## config.mk

```make
export PLATFORM = sky130hd
export DESIGN_NAME = pmem_arbiter_flat
export DESIGN_NICKNAME = d
export VERILOG_FILES = /design/src/rtl/pmem_arbiter_pkg.sv /design/src/rtl/pmem_arbiter_if.sv /design/src/rtl/pmem_arbiter_line_burst_buf.sv /design/src/rtl/pmem_arbiter.sv /design/src/flat_wrapper.sv
export SDC_FILE = /design/constraint.sdc
export NUM_CORES = 1
export LEC_CHECK = 0
export CAP_MARGIN = 20
export CORE_AREA = 2 2 385 387
export CTS_BUF_LIST = sky130_fd_sc_hd__clkbuf_16
export DETAILED_ROUTE_END_ITERATION = 10
export DIE_AREA = 0 0 387 389
export GPL_TIMING_DRIVEN = 0
export PLACE_DENSITY = 0.34
export SYNTH_ARGS = -nofsm -noshare
export SYNTH_HDL_FRONTEND = slang
export SYNTH_SLANG_ARGS = --single-unit
```

## constraint.sdc

```tcl
create_clock -name clk -period 4.36 [get_ports clk]
set_input_delay 0.872 -clock clk [delete_from_list [all_inputs] [get_ports clk]]
set_output_delay 0.872 -clock clk [all_outputs]
set_load 0.01 [all_outputs]
```

## src/rtl/pmem_arbiter_pkg.sv

```systemverilog
// ============================================================================
// pmem_arb_pkg : shared types and width helpers for the pmem arbiter
// Rev 1.0
// ============================================================================
`default_nettype none

package pmem_arb_pkg;

    localparam int DEF_LINE_WIDTH = 256;
    localparam int DEF_BURST_LEN  = 4;
    localparam int DEF_ADDR_WIDTH = 32;

    typedef enum logic [2:0] {
        ST_IDLE = 3'd0,
        ST_I_RD = 3'd1,
        ST_D_RD = 3'd2,
        ST_D_WR = 3'd3,
        ST_RESP = 3'd4
    } state_t;

    typedef enum logic {
        SRC_I = 1'b0,
        SRC_D = 1'b1
    } src_t;

    function automatic int burst_width(input int line_width, input int burst_len);
        return line_width / burst_len;
    endfunction

    function automatic int beat_cnt_width(input int burst_len);
        return (burst_len > 1) ? $clog2(burst_len) : 1;
    endfunction

endpackage

`default_nettype wire

```

## src/rtl/pmem_arbiter_if.sv

```systemverilog
// ============================================================================
// pmem_arbiter_if : I-cache, D-cache and burst pmem signals of the arbiter
// Rev 1.0
// ============================================================================
`default_nettype none

interface pmem_arbiter_if
    import pmem_arb_pkg::*;
#(
    parameter int LINE_WIDTH = DEF_LINE_WIDTH,
    parameter int BURST_LEN  = DEF_BURST_LEN,
    parameter int ADDR_WIDTH = DEF_ADDR_WIDTH
);
    localparam int BURST_WIDTH = burst_width(LINE_WIDTH, BURST_LEN);

    logic                   i_read;
    logic [ADDR_WIDTH-1:0]  i_addr;
    logic [LINE_WIDTH-1:0]  i_rdata;
    logic                   i_resp;

    logic                   d_read;
    logic                   d_write;
    logic [ADDR_WIDTH-1:0]  d_addr;
    logic [LINE_WIDTH-1:0]  d_wdata;
    logic [LINE_WIDTH-1:0]  d_rdata;
    logic                   d_resp;

    logic                   pmem_read;
    logic                   pmem_write;
    logic [ADDR_WIDTH-1:0]  pmem_addr;
    logic [BURST_WIDTH-1:0] pmem_wdata;
    logic [BURST_WIDTH-1:0] pmem_rdata;
    logic                   pmem_resp;
    logic                   pmem_error;

    logic                   arb_error;

    // Arbiter side
    modport slave (
        input  i_read, i_addr, d_read, d_write, d_addr, d_wdata,
        input  pmem_rdata, pmem_resp, pmem_error,
        output i_rdata, i_resp, d_rdata, d_resp,
        output pmem_read, pmem_write, pmem_addr, pmem_wdata, arb_error
    );

    // Caches plus memory side
    modport master (
        output i_read, i_addr, d_read, d_write, d_addr, d_wdata,
        output pmem_rdata, pmem_resp, pmem_error,
        input  i_rdata, i_resp, d_rdata, d_resp,
        input  pmem_read, pmem_write, pmem_addr, pmem_wdata, arb_error
    );

endinterface

`default_nettype wire

```

## src/rtl/pmem_arbiter_line_burst_buf.sv

```systemverilog
// ============================================================================
// line_burst_buf : cache-line register with beat counter and beat mux/demux
// Rev 1.0
// ============================================================================
`default_nettype none

module line_burst_buf
    import pmem_arb_pkg::*;
#(
    parameter int LINE_WIDTH = DEF_LINE_WIDTH,
    parameter int BURST_LEN  = DEF_BURST_LEN
) (
    input  logic                                      clk,
    input  logic                                      rst,
    input  logic                                      load_line,
    input  logic [LINE_WIDTH-1:0]                     line_in,
    input  logic                                      take_beat,
    input  logic                                      store_beat,
    input  logic [burst_width(LINE_WIDTH, BURST_LEN)-1:0] beat_in,
    output logic [burst_width(LINE_WIDTH, BURST_LEN)-1:0] beat_out,
    output logic [LINE_WIDTH-1:0]                     line_out,
    output logic                                      last_beat
);
    localparam int BURST_WIDTH = burst_width(LINE_WIDTH, BURST_LEN);
    localparam int CNT_WIDTH   = beat_cnt_width(BURST_LEN);
    localparam logic [CNT_WIDTH-1:0] c_last_cnt = CNT_WIDTH'(BURST_LEN - 1);

    logic [CNT_WIDTH-1:0]  r_cnt;
    logic [LINE_WIDTH-1:0] r_line;

    assign last_beat = (r_cnt == c_last_cnt);
    assign beat_out  = r_line[int'(r_cnt)*BURST_WIDTH +: BURST_WIDTH];
    assign line_out  = r_line;

    // Counter wraps to zero on the final beat so the next burst starts at beat 0
    always_ff @(posedge clk) begin
        if (rst) begin
            r_cnt  <= '0;
            r_line <= '0;
        end else begin
            if (load_line) begin
                r_line <= line_in;
            end
            if (take_beat) begin
                if (store_beat) begin
                    r_line[int'(r_cnt)*BURST_WIDTH +: BURST_WIDTH] <= beat_in;
                end
                r_cnt <= last_beat ? '0 : r_cnt + 1'b1;
            end
        end
    end

endmodule

`default_nettype wire

```

## src/rtl/pmem_arbiter.sv

```systemverilog
// ============================================================================
// pmem_arbiter : shares one burst pmem port between I-cache and D-cache
// Rev 1.0
// ============================================================================
`default_nettype none

module pmem_arbiter
    import pmem_arb_pkg::*;
#(
    parameter int LINE_WIDTH = DEF_LINE_WIDTH,
    parameter int BURST_LEN  = DEF_BURST_LEN,
    parameter int ADDR_WIDTH = DEF_ADDR_WIDTH
) (
    input  logic          clk,
    input  logic          rst,
    pmem_arbiter_if.slave bus
);
    localparam int BURST_WIDTH = burst_width(LINE_WIDTH, BURST_LEN);
    localparam logic [ADDR_WIDTH-1:0] c_line_mask = ~ADDR_WIDTH'(LINE_WIDTH/8 - 1);

    state_t                 r_state, w_state_nxt;
    src_t                   r_src, r_prio, r_hold_src, w_grant_src;
    logic                   r_hold, r_pmem_read, r_pmem_write, r_arb_error;
    logic [ADDR_WIDTH-1:0]  r_addr;
    logic                   w_grant, w_i_req, w_d_req, w_in_burst;
    logic                   w_take_beat, w_last_beat, w_err_evt;
    logic [LINE_WIDTH-1:0]  w_line;
    logic [BURST_WIDTH-1:0] w_beat_out;

    // Requester just served is masked for the one IDLE cycle after RESP
    assign w_i_req = bus.i_read && !(r_hold && r_hold_src == SRC_I);
    assign w_d_req = (bus.d_read || bus.d_write) && !(r_hold && r_hold_src == SRC_D);

    assign w_in_burst  = (r_state == ST_I_RD) || (r_state == ST_D_RD) || (r_state == ST_D_WR);
    assign w_take_beat = w_in_burst && bus.pmem_resp;
    assign w_err_evt   = ((r_state == ST_IDLE) && bus.d_read && bus.d_write)
                       || (bus.pmem_resp && ((r_state == ST_IDLE) || (r_state == ST_RESP)))
                       || bus.pmem_error;

    always_comb begin
        w_state_nxt = r_state;
        w_grant     = 1'b0;
        w_grant_src = SRC_D;
        case (r_state)
            ST_IDLE: begin
                if (w_i_req || w_d_req) begin
                    w_grant = 1'b1;
                    if (w_i_req && w_d_req) begin
                        w_grant_src = r_prio;
                    end else begin
                        w_grant_src = w_d_req ? SRC_D : SRC_I;
                    end
                    if (w_grant_src == SRC_I) begin
                        w_state_nxt = ST_I_RD;
                    end else begin
                        w_state_nxt = bus.d_write ? ST_D_WR : ST_D_RD;
                    end
                end
            end
            ST_I_RD, ST_D_RD, ST_D_WR: begin
                if (bus.pmem_resp && w_last_beat) begin
                    w_state_nxt = ST_RESP;
                end
            end
            ST_RESP: w_state_nxt = ST_IDLE;
            default: w_state_nxt = ST_IDLE;
        endcase
    end

    always_ff @(posedge clk) begin
        if (rst) begin
            r_state      <= ST_IDLE;
            r_src        <= SRC_D;
            r_prio       <= SRC_D;
            r_hold       <= 1'b0;
            r_hold_src   <= SRC_D;
            r_pmem_read  <= 1'b0;
            r_pmem_write <= 1'b0;
            r_addr       <= '0;
            r_arb_error  <= 1'b0;
        end else begin
            r_state      <= w_state_nxt;
            r_pmem_read  <= (w_state_nxt == ST_I_RD) || (w_state_nxt == ST_D_RD);
            r_pmem_write <= (w_state_nxt == ST_D_WR);
            r_hold       <= (r_state == ST_RESP);
            r_hold_src   <= r_src;
            if (w_grant) begin
                r_src  <= w_grant_src;
                r_prio <= (w_grant_src == SRC_I) ? SRC_D : SRC_I;
                r_addr <= ((w_grant_src == SRC_I) ? bus.i_addr : bus.d_addr) & c_line_mask;
            end
            if (w_err_evt) begin
                r_arb_error <= 1'b1;
            end
        end
    end

    line_burst_buf #(
        .LINE_WIDTH (LINE_WIDTH),
        .BURST_LEN  (BURST_LEN)
    ) u_line_buf (
        .clk        (clk),
        .rst        (rst),
        .load_line  (w_grant && (w_state_nxt == ST_D_WR)),
        .line_in    (bus.d_wdata),
        .take_beat  (w_take_beat),
        .store_beat (r_state != ST_D_WR),
        .beat_in    (bus.pmem_rdata),
        .beat_out   (w_beat_out),
        .line_out   (w_line),
        .last_beat  (w_last_beat)
    );

    assign bus.i_resp     = (r_state == ST_RESP) && (r_src == SRC_I);
    assign bus.d_resp     = (r_state == ST_RESP) && (r_src == SRC_D);
    assign bus.i_rdata    = w_line;
    assign bus.d_rdata    = w_line;
    assign bus.pmem_read  = r_pmem_read;
    assign bus.pmem_write = r_pmem_write;
    assign bus.pmem_addr  = r_addr;
    assign bus.pmem_wdata = w_beat_out;
    assign bus.arb_error  = r_arb_error;

endmodule

`default_nettype wire

```

## src/flat_wrapper.sv

```systemverilog
// flat-port wrapper written by rule: the top's interface ports become plain ports
module pmem_arbiter_flat import pmem_arb_pkg::*;
#(
    parameter int LINE_WIDTH = DEF_LINE_WIDTH,
    parameter int BURST_LEN  = DEF_BURST_LEN,
    parameter int ADDR_WIDTH = DEF_ADDR_WIDTH
)
  (clk, rst, bus_i_read, bus_i_addr, bus_d_read, bus_d_write, bus_d_addr, bus_d_wdata, bus_pmem_rdata, bus_pmem_resp, bus_pmem_error, bus_i_rdata, bus_i_resp, bus_d_rdata, bus_d_resp, bus_pmem_read, bus_pmem_write, bus_pmem_addr, bus_pmem_wdata, bus_arb_error);
  pmem_arbiter_if #(.LINE_WIDTH(LINE_WIDTH), .BURST_LEN(BURST_LEN), .ADDR_WIDTH(ADDR_WIDTH)) bus_i ();
  input  logic clk;
  input  logic rst;
  input wire logic [$bits(bus_i.i_read)-1:0] bus_i_read;
  input wire logic [$bits(bus_i.i_addr)-1:0] bus_i_addr;
  input wire logic [$bits(bus_i.d_read)-1:0] bus_d_read;
  input wire logic [$bits(bus_i.d_write)-1:0] bus_d_write;
  input wire logic [$bits(bus_i.d_addr)-1:0] bus_d_addr;
  input wire logic [$bits(bus_i.d_wdata)-1:0] bus_d_wdata;
  input wire logic [$bits(bus_i.pmem_rdata)-1:0] bus_pmem_rdata;
  input wire logic [$bits(bus_i.pmem_resp)-1:0] bus_pmem_resp;
  input wire logic [$bits(bus_i.pmem_error)-1:0] bus_pmem_error;
  output wire logic [$bits(bus_i.i_rdata)-1:0] bus_i_rdata;
  output wire logic [$bits(bus_i.i_resp)-1:0] bus_i_resp;
  output wire logic [$bits(bus_i.d_rdata)-1:0] bus_d_rdata;
  output wire logic [$bits(bus_i.d_resp)-1:0] bus_d_resp;
  output wire logic [$bits(bus_i.pmem_read)-1:0] bus_pmem_read;
  output wire logic [$bits(bus_i.pmem_write)-1:0] bus_pmem_write;
  output wire logic [$bits(bus_i.pmem_addr)-1:0] bus_pmem_addr;
  output wire logic [$bits(bus_i.pmem_wdata)-1:0] bus_pmem_wdata;
  output wire logic [$bits(bus_i.arb_error)-1:0] bus_arb_error;
  assign bus_i.i_read = bus_i_read;
  assign bus_i.i_addr = bus_i_addr;
  assign bus_i.d_read = bus_d_read;
  assign bus_i.d_write = bus_d_write;
  assign bus_i.d_addr = bus_d_addr;
  assign bus_i.d_wdata = bus_d_wdata;
  assign bus_i.pmem_rdata = bus_pmem_rdata;
  assign bus_i.pmem_resp = bus_pmem_resp;
  assign bus_i.pmem_error = bus_pmem_error;
  assign bus_i_rdata = bus_i.i_rdata;
  assign bus_i_resp = bus_i.i_resp;
  assign bus_d_rdata = bus_i.d_rdata;
  assign bus_d_resp = bus_i.d_resp;
  assign bus_pmem_read = bus_i.pmem_read;
  assign bus_pmem_write = bus_i.pmem_write;
  assign bus_pmem_addr = bus_i.pmem_addr;
  assign bus_pmem_wdata = bus_i.pmem_wdata;
  assign bus_arb_error = bus_i.arb_error;
  pmem_arbiter #(.LINE_WIDTH(LINE_WIDTH), .BURST_LEN(BURST_LEN), .ADDR_WIDTH(ADDR_WIDTH)) u_core (.clk(clk), .rst(rst), .bus(bus_i));
endmodule
```

# Yosys cells after proc, flatten, opt, wreduce, memory -nomap -nowiden

Cells that the tools add are included.
W data, S select, Z words.

Flip-flop bits (word level): 295
Latch bits: 0
Bits in writable memories: 0
ROM bits: 0
Input bits: 391
Output and inout port bits: 613
Logic and storage cells: 73
Memories: 0

$add $sub $neg: 2
Multiply operators: 0
Divide/modulo/power cells: 0
$lt $le $gt $ge: 0
Equal/unequal tests: 9
Shift-type cells: 3
Multiplexer cells: 21
Bitwise gates (word level): 2
Reduce and logical (&&, ||, !) cells: 25

Operator list:

| cell                        | number |
|---|---|
| $mux W256                   | 4 |
| $bwmux W256                 | 1 |
| $shift A64 B33 Y256 const A | 1 |
| $shiftx A256 B9 Y64         | 1 |
| $shiftx A64 B33 Y256        | 1 |
| $neg A8 Y33                 | 1 |
| $mux W32                    | 1 |
| $logic_and A1 B1 Y1         | 13 |
| $eq A3 B2 Y1 const B        | 4 |
| $mux W1                     | 10 |
| $mux W3                     | 3 |
| $logic_or A1 B1 Y1          | 8 |
| $eq A3 B1 Y1 const B        | 2 |
| $pmux W3 S2                 | 1 |
| $eq A3 B3 Y1 const B        | 1 |
| $logic_not A3 Y1            | 1 |
| $ne A3 B2 Y1 const B        | 1 |
| $reduce_or A3 Y1            | 1 |
| $add A2 B1 Y2 const B       | 1 |
| $eq A2 B2 Y1 const B        | 1 |
| $logic_not A1 Y1            | 2 |
| $mux W2                     | 1 |
| $not A1 Y1                  | 2 |

# Logic depth before layout (Yosys ltp)

Gate-level depths: netlist (run 1).

Depth in word-level cells: 18
Depth in mapped cells: 9
Depth with buffers taken out: 6

# Modules after synthesis

A second synthesis (run 1) with hierarchy kept.

Cells, all modules: 1843
Area, all modules: 17655.7 µm²

By module, submodules not included:

| module         | times used | cells an instance | area an instance (µm²) | seq. area each (µm²) |
|---|---|---|---|---|
| line_burst_buf | 1          | 1303              | 13594.3                | 5165.0 |
| pmem_arbiter   | 1          | 540               | 4061.4                 | 740.7 |

# Least setup slack after synthesis (run 1)

OpenSTA, ideal clock, no wires.

Path type: register to register
Start: reg u_core.u_line_buf.r_cnt[1]
End: reg u_core.u_line_buf.r_line[10] (netlist: u_core.u_line_buf.line_out[10])
Arrival: 2.546 ns
Data required time: 4.269 ns
Slack: 1.723 ns
Stages on the path, launching flop included: 10
Path buffers: 4
Cells stage by stage: dfxtp_1 > clkbuf_1 > clkbuf_1 > inv_1 > ha_1 > nor3b_1 > clkbuf_1 > clkbuf_1 > a21oi_1 > a311oi_1

Cells in the longest elaborated chain, start to end: 11

RTL lines:

| what                                                                 | line                              | RTL |
|---|---|---|
| from (decl)                                                          | pmem_arbiter_line_burst_buf.sv:28 | `logic [CNT_WIDTH-1:0] r_cnt;` |
| from (signal assigned)                                               | pmem_arbiter_line_burst_buf.sv:48 | `r_cnt <= last_beat ? '0 : r_cnt + 1'b1;` |
| parallel branches: the longest is 10 deep, another holds $neg A8 Y33 | n/a                               |  |
| $mux W256 (*)                                                        | pmem_arbiter_line_burst_buf.sv:44 | `if (take_beat) begin` |
| to (signal assigned)                                                 | pmem_arbiter_line_burst_buf.sv:42 | `r_line <= line_in;` |
| to (signal, indexed assignment)                                      | pmem_arbiter_line_burst_buf.sv:46 | `r_line[int'(r_cnt)*BURST_WIDTH +: BURST_WIDTH] <= beat_in;` |
| to (decl)                                                            | pmem_arbiter_line_burst_buf.sv:29 | `logic [LINE_WIDTH-1:0] r_line;` |

Every way passes the cells marked *. The select of a mux whose other input is x is not followed.
A chain may end at the register's enable or synchronous reset.

# Final worst setup path (run 1)

Start: reg u_core.u_line_buf.r_cnt[1]
End: out bus_pmem_wdata[38]

Cells in the longest elaborated chain, start to end: 1

RTL lines:

| what                | line                              | RTL |
|---|---|---|
| $shiftx A256 B9 Y64 | pmem_arbiter_line_burst_buf.sv:32 | `assign beat_out = r_line[int'(r_cnt)*BURST_WIDTH +: BURST_WIDTH];` |
| to (decl)           | flat_wrapper.sv:28                | `output wire logic [$bits(bus_i.pmem_wdata)-1:0] bus_pmem_wdata;` |

Every way passes these cells.

==> results by stage, run 1 <==
Clocking:
- TritonCTS built the clock tree.
- The number of CTS-inserted buffers is 44.
- The post-CTS setup buffer count is 0.
- CTS saw 295 sinks.
- Clock latency on the worst-skew pair, taken at its later pin, is 0.62 ns.
- After clock tree synthesis, the clock-pin slew on the worst setup and hold paths is 0.05 ns.
- The hold buffer count at cts is 0.
- The level count of the clock H-tree is 2.
- The largest buffer count on any clock path is 3.
- Clock tree synthesis selected as its root buffer the cell sky130_fd_sc_hd__clkbuf_16.

Yosys:
- In this run, synthesis produced a sequential element count of 295.
- Ranked by total cell area, the synthesized netlist is headed by sky130_fd_sc_hd__dfxtp_1 36%, sky130_fd_sc_hd__buf_4 14%, sky130_fd_sc_hd__a311oi_1 14%.
- The share of synthesized area in the top cell type comes to 0.356.
- In this run, distinct cell masters in the synthesized netlist total 37.
- The largest total area in the synthesized netlist belongs to sky130_fd_sc_hd__dfxtp_1.
- The post-synthesis cell count is 1967.
- The synthesized netlist occupies a cell area of 0.0166 mm².
- The average instance in the mapped netlist occupies 8.43 µm².
- During synthesis, Yosys emitted a total of 0 warnings.
- Of the synthesized area, sequential elements account for 0.356.

Floorplanning:
- The area of the placeable core is 0.147 mm².
- The starting density of the core is 0.113.
- The area of the die is 0.151 mm².
- In this run the horizontal extent of the chip is 387 µm.
- The floorplan die height is 389 µm.
- The floorplan has 141 rows.
- During I/O placement, the number of pins put on the boundary was 1004.

Timing:
- Static timing analysis puts the maximum clock frequency at 243 MHz.
- The normalized max-slew margin is 0.278.
- For the final database, setup skew stands at 0.0286 ns.
- The minimum clock period is 4.11 ns.
- The number of hold violations in the final report came to 0.
- Setup slack on the critical path of the routed design comes to 0.245 ns.
- The worst hold slack across all endpoints is 0.458 ns.
- Setup violations remaining at the end of the flow were counted as 0.
- The number of max-slew violations in the final report was 0.
- The slew of the pin with the lowest slew margin is 1.08 ns.
- Setup repair after global routing left no endpoint under its margin.
- Dividing the final minimum period by the clock period gives 0.944.

Setup path:
- Broken down by cell family, the worst path's largest delay share belongs to buffers and inverters.
- The critical path runs through a total of 4 cells.
- The depth of the worst register-to-register path is 10.
- The signal on the critical path passes through clkbuf_8 -> clkbuf_1 -> mux4_2 -> clkdlybuf4s50_1.
- The slowest cell on the critical path is sky130_fd_sc_hd__dfxtp_1.
- STA classifies the critical path startpoint as a flip-flop.
- Data arrives at the worst endpoint at 3.24 ns.
- Along the worst path, the maximum fanout reaches 10.
- The worst setup path is captured at a primary output.
- The category of the critical setup timing path is flip-flop to primary output.
- The data required time at the worst endpoint is 3.49 ns.
- The number of buffers and inverters on the critical path is 3.
- On the worst path, the slowest cell contributes a delay of 0.64 ns.

Global routing:
- The global-route wire length before repair is 202000 µm.
- The via count of the first global-routing pass was 20200.
- Entering global routing, the biggest net connects 15 pins.
- The total grt overflow is 0.
- The overall fraction of global-route tracks in use is 0.198.
- The initial antenna violation count came to 53.

Route:
- Summing over every cut layer, the via total after detailed routing is 20200.
- The number of design-rule violations left by the first detailed-router iteration is 1387.
- The amount of wire on met3 after detailed routing is 9380 µm.
- Dividing the detail-routed via count by the number of cells gives 4.06.
- In the final routed layout, each cell accounts on average for 31.3 µm.
- For this run, the detailed router's first-pass iteration total came to 7.
- In this run the remaining antenna-violating nets after routing total 0.
- The detailed-route DRC error count is 0.
- Wires add up to 156000 µm.
- The wire length on met1 is 65800 µm.
- The uppermost layer routed is met5.
- Wire segments on met2 add up to 78200 µm in the final route.

Min path:
- Along the worst hold path, the cell count comes to 1.
- The type of the most critical hold path is flip-flop to flip-flop.

Finish:
- The final non-filler cell total is 4989.
- The fraction of final layout cells with drive strength greater than 1 is 0.159.
- The growth of design area from synthesis to finish is 84.0%.
- The most common library cell in the layout ignoring fill and taps is sky130_fd_sc_hd__clkdlybuf4s50_1.
- The number of nets in the finished design is 3412.
- The library cells used most frequently in the layout, excluding fill and tap cells, are 987 x sky130_fd_sc_hd__clkdlybuf4s50_1, 524 x sky130_fd_sc_hd__nand2_1, 305 x sky130_fd_sc_hd__buf_4.
- For this run, the share of the core covered by cells in the final layout is 0.208.
- The finished cells cover 0.0305 mm².

Outcome:
- The run finished with clean final reports.

Placement:
- The pre-CTS setup slack is -0.993 ns.
- The placer congestion estimate is 0.814.
- The detailed placement HPWL is 128000 µm.
- The placed instance area is 0.0291 mm².
- Once placement completed, the tool counted placed cells totaling 4901.
- During placement, the flow inserted port buffers numbering 987.

Power and ir drop:
- The leakage component of the power is 10.9 nW.
- The peak supply drop is 0.303 mV.
- In this run the power density over the cells is 422 mW/mm².

Flow run:
- The number of max-capacitance violations reported is 0.
-- flip-flops by register name (all words and copies together), names as in the netlist, 2 cells and up --
register                    count
u_core.r_state                  3
u_core.u_line_buf.line_out    256
u_core.bus.pmem_addr           27
u_core.u_line_buf.r_cnt         2
-- cells in the mapped netlist, drive strengths merged --
master,number
o2bb2ai,28
mux4,64
conb,1
nand3,2
clkbuf,130
o21ai,3
nor2b,2
inv,3
a22oi,26
or2,2
o2111a,1
nand2,524
mux2i,3
a221oi,1
a211oi,2
ha,5
a311oi,256
a21o,1
nor3,2
nor3b,5
a221o,1
o2111ai,1
nor2,15
nand2b,4
dfxtp,295
a21oi,259
and2,1
and3,2
o21a,1
xnor2,1
nor4b,1
buf,325
-- final cells by class --
class,count,area [µm²]
clock buffers,45,1130
fillers,16300,116000
inverters,3,11.3
repair buffers,1000,10100
multi-input cells,1218,7820
flip-flops and latches,295,5910
well taps,1930,2410
plain buffers,454,2910
clock inverters,35,215
diodes,9,22.5
-- final timing paths --
path | start | endpoint | slack, ns
worst max-delay path | u_core.u_line_buf.r_cnt[1]$_SDFFE_PP0P_ | bus_pmem_wdata[38] | 0.25
worst min-delay path | u_core.bus.pmem_addr[7]$_SDFFE_PP0P_ | u_core.bus.pmem_addr[7]$_SDFFE_PP0P_ | 0.46
worst max register to register | u_core.u_line_buf.r_cnt[1]$_SDFFE_PP0P_ | u_core.u_line_buf.line_out[101]$_SDFF_PP0_ | 0.29
worst min register to register | u_core.bus.pmem_addr[7]$_SDFFE_PP0P_ | u_core.bus.pmem_addr[7]$_SDFFE_PP0P_ | 0.46
-- where the power goes --
group          internal (W)  total [W]  switching (W)
Clock               0.00198    0.00354        0.00157
Sequential          0.00310    0.00383       0.000731
Combinational       0.00280    0.00550        0.00271
Total               0.00787     0.0129        0.00500
-- per-layer routing --
metal | vias up | track usage
li1 | 9028 | -
met1 | 10100 | 0.248
met5 | - | 0
met3 | 164 | 0.0381
met2 | 897 | 0.355
met4 | 36 | 0.0317
-- logic make-up after synthesis --
kind of cell,count (synthesis),synth area share
xor gates and xnor gates,1,0.000528
AOI/OAI and AO/OA,580,0.246
DFF,295,0.356
other,1,0.000226
and+or+nand+nor,560,0.131
adders and majority gates,5,0.00377
muxes,67,0.0887
buffers and inverters,458,0.174
-- per-stage QoR --
stage | total power [W] | TNS, ns
6_report | 0.0129 | 0
5_1_grt | 0.0134 | 0
4_1_cts | 0.0132 | 0
3_5_place_dp | 0.00950 | -158.26
3_3_place_gp | 0.00949 | -467.46
2_1_floorplan | 0.00576 | 0
-- repair_timing --
action	CTS	global route
gates resized for setup	16	2
gates cloned	0	0
setup endpoints to repair	290	2
No activity file was read; power rests on OpenSTA's default activity.
==> inputs of run 2 (changes only) <==
PLACE_DENSITY = not set   (was 0.34)
==> run 2 against run 1 <==
  * Non-clock buffer count decreased by 7
  * Sequential share of layout area increased by 0.15 points
  * Final area decreased by 0.75%
  * Highest routed layer unchanged
  * Critical endpoint is now bus_pmem_wdata[27]
  * Global-route usage increased by 1.0 points
  * Via count increased by 6.3%
==> results by stage, run 2 (synthesized netlist as in run 1, its figures left out) <==
Timing:
- The minimum clock period is 4.14 ns.
- Setup violations remaining at the end of the flow were counted as 0.
- The normalized max-slew margin is 0.254.
- Based on the critical path, the design can be clocked at up to 242 MHz.
- The smallest setup slack after layout is 0.225 ns.
- The number of max-slew violations in the final report came to 0.
- The number of hold violations in the final report is 0.
- The worst hold slack across all endpoints is 0.462 ns.
- The clock tree skew after final layout is 0.0179 ns.
- Setup repair after global routing left no endpoint under its margin.
- Dividing the final minimum period by the clock period gives 0.948.
- At the pin with the least slew margin, the transition time is 1.12 ns.

Setup path:
- The critical path data arrival time is 3.26 ns.
- Measured in cells, the most critical reg-to-reg path has a length of 9.
- In this run the worst path has a maximum fanout of 10.
- The category of the critical setup timing path is flip-flop to primary output.
- The minimum setup slack among reg-to-reg paths is 0.26 ns.
- The end of the worst register-to-register path is u_core.u_line_buf.line_out[158]$_SDFF_PP0_.
- The most critical setup path has its startpoint at u_core.u_line_buf.r_cnt[1]$_SDFFE_PP0P_.
- The worst reg2reg path startpoint is u_core.u_line_buf.r_cnt[1]$_SDFFE_PP0P_.
- The data required time at the worst endpoint is 3.49 ns.
- The endpoint class of the critical path is a primary output.
- The worst setup path is launched from a flip-flop.
- The endpoint of the worst setup timing path is bus_pmem_wdata[27].

Finish:
- In the layout the commonest cells are 987 x sky130_fd_sc_hd__clkdlybuf4s50_1, 524 x sky130_fd_sc_hd__nand2_1, 304 x sky130_fd_sc_hd__buf_4.
- From synthesis to final layout, the design area changed by 82.6%.
- The net count of the finished layout is 3400.
- The fraction of final layout cells with drive strength greater than 1 is 0.157.
- Summing all non-filler instances in the final layout gives an area of 0.0303 mm².
- The number of flip-flops in the largest register is 256.
- The library cell used most frequently in the layout, excluding fill and tap cells, is sky130_fd_sc_hd__clkdlybuf4s50_1.

Clocking:
- For this design, the sink count on the clock tree is 295.
- The CTS tree is yes.
- Clock latency on the worst-skew pair, taken at its later pin, is 0.59 ns.
- The master cell of the clock root buffer is sky130_fd_sc_hd__clkbuf_16.
- TritonCTS created 39 clock buffers.
- Once the clock tree was built, the setup fixing pass inserted 0 buffers.
- The level count of the clock H-tree is 2.
- The largest buffer count on any clock path is 3.
- After clock tree synthesis, the clock-pin slew on the worst setup and hold paths is 0.06 ns.

Route:
- In the routed layout, each cell is associated on average with a via count of 4.32.
- The total via count in the routed design is 21500.
- The detail route stage leaves a number of antenna-violating nets equal to 0.
- The routed design has 165000 µm of wire.
- In the final routed layout, each cell accounts on average for 33.2 µm.
- The number of detailed-routing iterations run before antenna repair is 5.
- After detailed routing, the number of remaining DRC violations is 0.
- After the first detailed-routing iteration, the DRC count stood at 2134.

Global routing:
- The overall fraction of global-route tracks in use is 0.209.
- Entering global routing, the biggest net connects 14 pins.
- The initial antenna violation count was 58.
- The met1 usage is 0.254.
- The first global-routing pass estimated 211000 µm of wire.
- The via count of the first global-routing pass came to 20500.
- For met3 alone, demand over resource in global routing was 0.0692.
- The layer flagged by global routing as most heavily used is met2.
- The met2 global-route usage is 0.333.
- Summed over all layers, the global routing overflow is 0.

Flow run:
- Across the run, the number of max-cap violations was 0.

Floorplanning:
- The area of the placeable core is 0.147 mm².
- Measured along the x axis, the die boundary spans 387 µm.
- The die covers 0.151 mm².
- For this configuration, the core starts out at a cell density of 0.113.
- The floorplan step set the die height to 389 µm.
- The I/O pin count is 1004.
- Row generation in the floorplan step produced 141 rows.

Power and ir drop:
- For this design the static power due to leakage is 10.8 nW.
- IR analysis of the VDD net gives a maximum drop of 0.236 mV.
- Power spread over the standard cell area amounts to 425 mW/mm².

Min path:
- In this run the most critical hold path is launched from u_core.bus.pmem_addr[15]$_SDFFE_PP0P_.
- The type of the most critical hold path is flip-flop to flip-flop.

Outcome:
- The run finished with clean final reports.

Placement:
- The placed instance area is 0.0290 mm².
- The placer congestion estimate is 0.936.
- The detailed placement HPWL is 137000 µm.
- The pre-CTS setup slack is -0.898 ns.
- Port buffering added 987 buffers.
==> run 2: cell types whose count changed in the layout (fill, tap and decap cells not counted), sizes merged <==
cell	delta
buf	-8
clkinv	-1
inv	-5
diode	+7
clkbuf	-5
==> run 2: metal layers <==
layer | up-vias | share of wire
met3 | 322 | 0.097
met2 | 1493 | 0.45
met1 | 10700 | 0.40
met4 | 48 | 0.052
li1 | 9003 | -
met5 | - | 0.0021
==> run 2: worst min-delay path by stage <==
stage	endpoint	slack, ns	cells after the start
5_1_grt	u_core.bus.pmem_addr[13]$_SDFFE_PP0P_	0.48	1
6_report	u_core.bus.pmem_addr[15]$_SDFFE_PP0P_	0.46	1
3_3_place_gp	u_core.bus.pmem_addr[13]$_SDFFE_PP0P_	0.45	1
2_1_floorplan	u_core.r_hold_src$_SDFF_PP1_	0.46	1
3_5_place_dp	u_core.bus.pmem_addr[13]$_SDFFE_PP0P_	0.45	1
4_1_cts	u_core.bus.pmem_addr[13]$_SDFFE_PP0P_	0.46	1
==> run 2: cell type report <==
type                       instances  area, µm²
fill                           16200     116000
sequential                       295       5910
timing repair buffer             992       9990
buffer                           455       2920
clock buffer                      39        976
tap                             1930       2410
multi-input combinational       1218       7820
antenna                           16       40.0
inverter                           3       11.3
clock inverter                    29        219
==> run 2: what timing repair did <==
item	in CTS	in global routing
endpoints found under the setup margin	281	39
hold buffers	0	0
resized for setup	11	6
==> run 2: worst max-delay path, stage by stage (launching register included) <==
cell,delay [ns]
sky130_fd_sc_hd__dfxtp_1,0.54
sky130_fd_sc_hd__clkbuf_4,0.49
sky130_fd_sc_hd__clkbuf_1,0.60
sky130_fd_sc_hd__mux4_2,0.47
sky130_fd_sc_hd__clkdlybuf4s50_1,0.52
==> run 2: power breakdown <==
part / switching [W] / total [W] / internal (W)
combinational: 0.00291 / 0.00571 / 0.00279
clock: 0.00150 / 0.00326 / 0.00175
sequential: 0.000813 / 0.00391 / 0.00309
==> run 2: through the flow <==
stage / utilization / instances / TNS [ns] / total power, W
2_1_floorplan: - / 1971 / 0 / 0.00576
3_3_place_gp: 0.197 / 4888 / -464.03 / 0.00964
3_5_place_dp: 0.198 / 4893 / -115.75 / 0.00967
4_1_cts: 0.206 / 4961 / 0 / 0.0130
5_1_grt: 0.207 / 4968 / 0 / 0.0133
6_report: 0.207 / 4977 / 0 / 0.0129
==> inputs of run 3 (changes only) <==
CORE_AREA = 3 3 386 388   (was 2 2 385 387)
CTS_BUF_LIST = not set   (was sky130_fd_sc_hd__clkbuf_16)
DIE_AREA = 0 0 389 391   (was 0 0 387 389)
==> run 3 against run 2 <==
  * Non-clock buffer count rose by 3
  * First-iteration DRC count rose by 0.42%
  * Setup slack got worse by 0.085 ns
  * Clock power rose by 13%
  * Die area rose by 1.0%
  * Highest routed layer unchanged
==> results by stage, run 3 (synthesized netlist as in run 1, its figures left out) <==
Setup path:
- The data required time at the worst endpoint is 4.84 ns.
- Measured in cells, the most critical reg-to-reg path has a length of 9.
- The worst register-to-register path begins at u_core.u_line_buf.r_cnt[1]$_SDFFE_PP0P_.
- STA classifies the critical path startpoint as a flip-flop.
- The critical path data arrival time is 4.70 ns.
- In this run the register-to-register setup slack is 0.14 ns.
- The endpoint class of the critical path is a flip-flop.
- Grouping stages by cell kind, the critical path spends the most delay in buffers and inverters.
- Walking the worst path, the cells encountered are clkbuf_4 -> clkbuf_2 -> inv_1 -> ha_1 -> nor3b_1 -> clkbuf_4 -> clkbuf_1 -> a21oi_1 -> a311oi_1.
- Along the worst path, the maximum fanout reaches 10.
- The most numerous cell on the critical path is sky130_fd_sc_hd__clkbuf_4.
- The critical path buffer and inverter count is 5.
- The end of the worst register-to-register path is u_core.u_line_buf.line_out[104]$_SDFF_PP0_.
- The largest single stage delay on the critical path is 0.64 ns.
- For this design, the slowest cell found on the critical path is sky130_fd_sc_hd__clkbuf_1.
- The critical path is of the flip-flop to flip-flop type.

Clocking:
- The tree is rooted in a sky130_fd_sc_hd__clkbuf_16.
- The clock latency of the later-clocked register in the worst-skew pair is 0.59 ns.
- The post-CTS setup buffer count is 0.
- The number of CTS-inserted buffers is 39.
- The largest buffer count on any clock path is 3.
- TritonCTS built the clock tree.
- The level count of the clock H-tree is 2.
- The clock sink count is 295.
- After clock tree synthesis, the clock-pin slew on the worst setup and hold paths is 0.06 ns.
- The hold buffer count at cts is 0.

Placement:
- The placer congestion estimate is 0.968.
- The number of port buffers is 987.
- Timing analysis after detailed placement gives a worst setup slack of -0.788 ns.
- The detailed placement HPWL is 141000 µm.
- In this run the cell area measured after placement is 0.0290 mm².

Min path:
- The hold path depth is 1.
- The worst hold path belongs to the class flip-flop to flip-flop.
- The worst hold path terminates at u_core.bus.pmem_addr[19]$_SDFFE_PP0P_.
- The worst hold path startpoint is u_core.bus.pmem_addr[19]$_SDFFE_PP0P_.

Route:
- The routed layout has 21500 vias.
- The average routed wire per standard cell is 34.0 µm.
- The detailed router put a total of 68500 µm of wire on met1.
- Once detail routing completed, the nets flagged for antenna violations numbered 0.
- The wire length after detailed routing is 170000 µm.
- After the first detailed-routing iteration, the DRC count stood at 2143.
- The amount of wire on met3 after detailed routing is 17300 µm.
- The highest metal layer carrying signal wires in the routed design is met5.
- In the routed layout, each cell is associated on average with a via count of 4.31.
- Summed over all nets, wire length on met2 after detailed routing comes to 75700 µm.
- For this run, the detailed router's first-pass iteration total came to 7.
- The detailed-route DRC error count is 0.

Floorplanning:
- The width of the die is 389 µm.
- In this run the core area contains 140 standard-cell rows.
- The floorplan step defined a die boundary enclosing 0.152 mm².
- The area of the placeable core is 0.146 mm².
- The starting density of the core is 0.114.
- The die is 391 µm tall.
- For this design the top-level I/O count stands at 1004.

Global routing:
- Across every metal layer, demand over resource in global routing totals 0.212.
- Entering global routing, the biggest net connects 13 pins.
- The global-route wire length before repair is 216000 µm.
- The initial antenna violation count is 56.
- The via count of the first global-routing pass is 20700.
- The total grt overflow is 0.

Timing:
- The normalized max-slew margin is 0.314.
- Setup repair after global routing left no endpoint under its margin.
- Setup violations remaining at the end of the flow were counted as 0.
- At the pin with the least slew margin, the transition time is 1.03 ns.
- The number of hold violations in the final report came to 0.
- The number of max-slew violations in the final report is 0.
- The clock tree skew after final layout is 0.0320 ns.
- The share of the cycle needed by the critical path after routing is 0.968.
- Static timing analysis puts the maximum clock frequency at 237 MHz.
- Setup slack closes at 0.140 ns.
- The minimum clock period is 4.22 ns.

Power and ir drop:
- The switching part of the total power is 0.396.
- Power spread over the standard cell area amounts to 437 mW/mm².
- The analysis attributes to cell leakage a power of 10.9 nW.
- The share of total power dissipated in the clock network is 0.275.
- The power share of the combinational group is 0.428.
- The share of total power dissipated in sequential elements is 0.296.
- Across the VDD grid, the largest voltage drop is 0.238 mV.
- The cell internal power dissipation is 0.00805 W.
- The analysis attributes to net switching a power of 0.00528 W.

Finish:
- The most common library cell in the layout ignoring fill and taps is sky130_fd_sc_hd__clkdlybuf4s50_1.
- The area of all placed cells without fillers is 0.0305 mm².
- The top cell types in the final layout, fill and taps aside, are 987 x sky130_fd_sc_hd__clkdlybuf4s50_1, 524 x sky130_fd_sc_hd__nand2_1, 304 x sky130_fd_sc_hd__buf_4.
- The register with the most flip-flops in the layout has 256 of them.
- The fraction of final layout cells with drive strength greater than 1 is 0.160.
- After the last flow step, the layout net total stands at 3403.
- Relative to the synthesized area, the layout overhead comes to 84.0%.

Flow run:
- The tool flagged a number of max-cap violations equal to 0.

Outcome:
- The flow ran to the end, and the final reports show no timing, DRC or antenna violations.
run 3: cell types whose count changed in the layout (fill, tap and decap cells not counted), moves of 4 or more:
cell | before | now
sky130_fd_sc_hd__buf_8 | 2 | 7
sky130_fd_sc_hd__bufinv_16 | 2 | 6
sky130_fd_sc_hd__clkbuf_1 | 110 | 118
sky130_fd_sc_hd__clkbuf_8 | 0 | 7
sky130_fd_sc_hd__clkinv_1 | 7 | 0
sky130_fd_sc_hd__clkinv_2 | 8 | 4
sky130_fd_sc_hd__diode_2 | 16 | 30
sky130_fd_sc_hd__inv_1 | 8 | 3
run 3: how the worst max path moves through the flow:
stage | slack, ns | endpoint | from | cells after the start
2_1_floorplan | 1.72 | u_core.u_line_buf.line_out[10]$_SDFF_PP0_ | u_core.u_line_buf.r_cnt[1]$_SDFFE_PP0P_ | 9
3_3_place_gp | -2.06 | u_core.u_line_buf.line_out[196]$_SDFF_PP0_ | u_core.u_line_buf.r_cnt[1]$_SDFFE_PP0P_ | 8
3_5_place_dp | -0.79 | u_core.u_line_buf.line_out[135]$_SDFF_PP0_ | u_core.u_line_buf.r_cnt[1]$_SDFFE_PP0P_ | 9
4_1_cts | 0.01 | bus_pmem_wdata[60] | u_core.u_line_buf.r_cnt[0]$_SDFFE_PP0P_ | 5
5_1_grt | 0.01 | u_core.u_line_buf.line_out[221]$_SDFF_PP0_ | u_core.u_line_buf.r_cnt[1]$_SDFFE_PP0P_ | 9
6_report | 0.14 | u_core.u_line_buf.line_out[104]$_SDFF_PP0_ | u_core.u_line_buf.r_cnt[1]$_SDFFE_PP0P_ | 9
run 3: power groups by stage:
stage | sequential [W] | clock (W) | combinational, W
finish | 0.00395 | 0.00367 | 0.00571
global route | 0.00396 | 0.00381 | 0.00598
CTS | 0.00393 | 0.00373 | 0.00575
detailed placement | 0.00398 | 0 | 0.00572
global placement | 0.00398 | 0 | 0.00569
floorplan | 0.00363 | 0 | 0.00213
run 3: area by class of cell:
class | instances | area [µm²]
fill | 16200 | 115000
timing repair buffer | 995 | 10000
multi-input combinational | 1218 | 7820
sequential | 295 | 5910
buffer | 455 | 2910
tap | 1917 | 2400
clock buffer | 55 | 1130
clock inverter | 16 | 262
antenna | 30 | 75.1
inverter | 3 | 11.3
run 3: through the flow:
stage / total power, W / utilization / hold slack (ns) / TNS [ns] / instances
floorplan: 0.00576 / - / 0.457 / 0 / 1971
finish: 0.0133 / 0.209 / 0.464 / 0 / 4984
CTS: 0.0134 / 0.209 / 0.465 / 0 / 4954
global placement: 0.00967 / 0.198 / 0.445 / -428.13 / 4875
detailed placement: 0.00970 / 0.199 / 0.448 / -110.85 / 4883
global route: 0.0138 / 0.209 / 0.478 / 0 / 4961
run 3: timing repair:
action / 4_1_cts / 5_1_grt
endpoints found under the setup margin: 285 / 51
pin swaps: 0 / 0
resized for setup: 7 / 15
run 3: per-layer routing:
layer,track usage,up-vias
met2,0.335,1493
met5,0,-
met4,0.0862,34
met1,0.265,10600
met3,0.0698,270
li1,-,9039
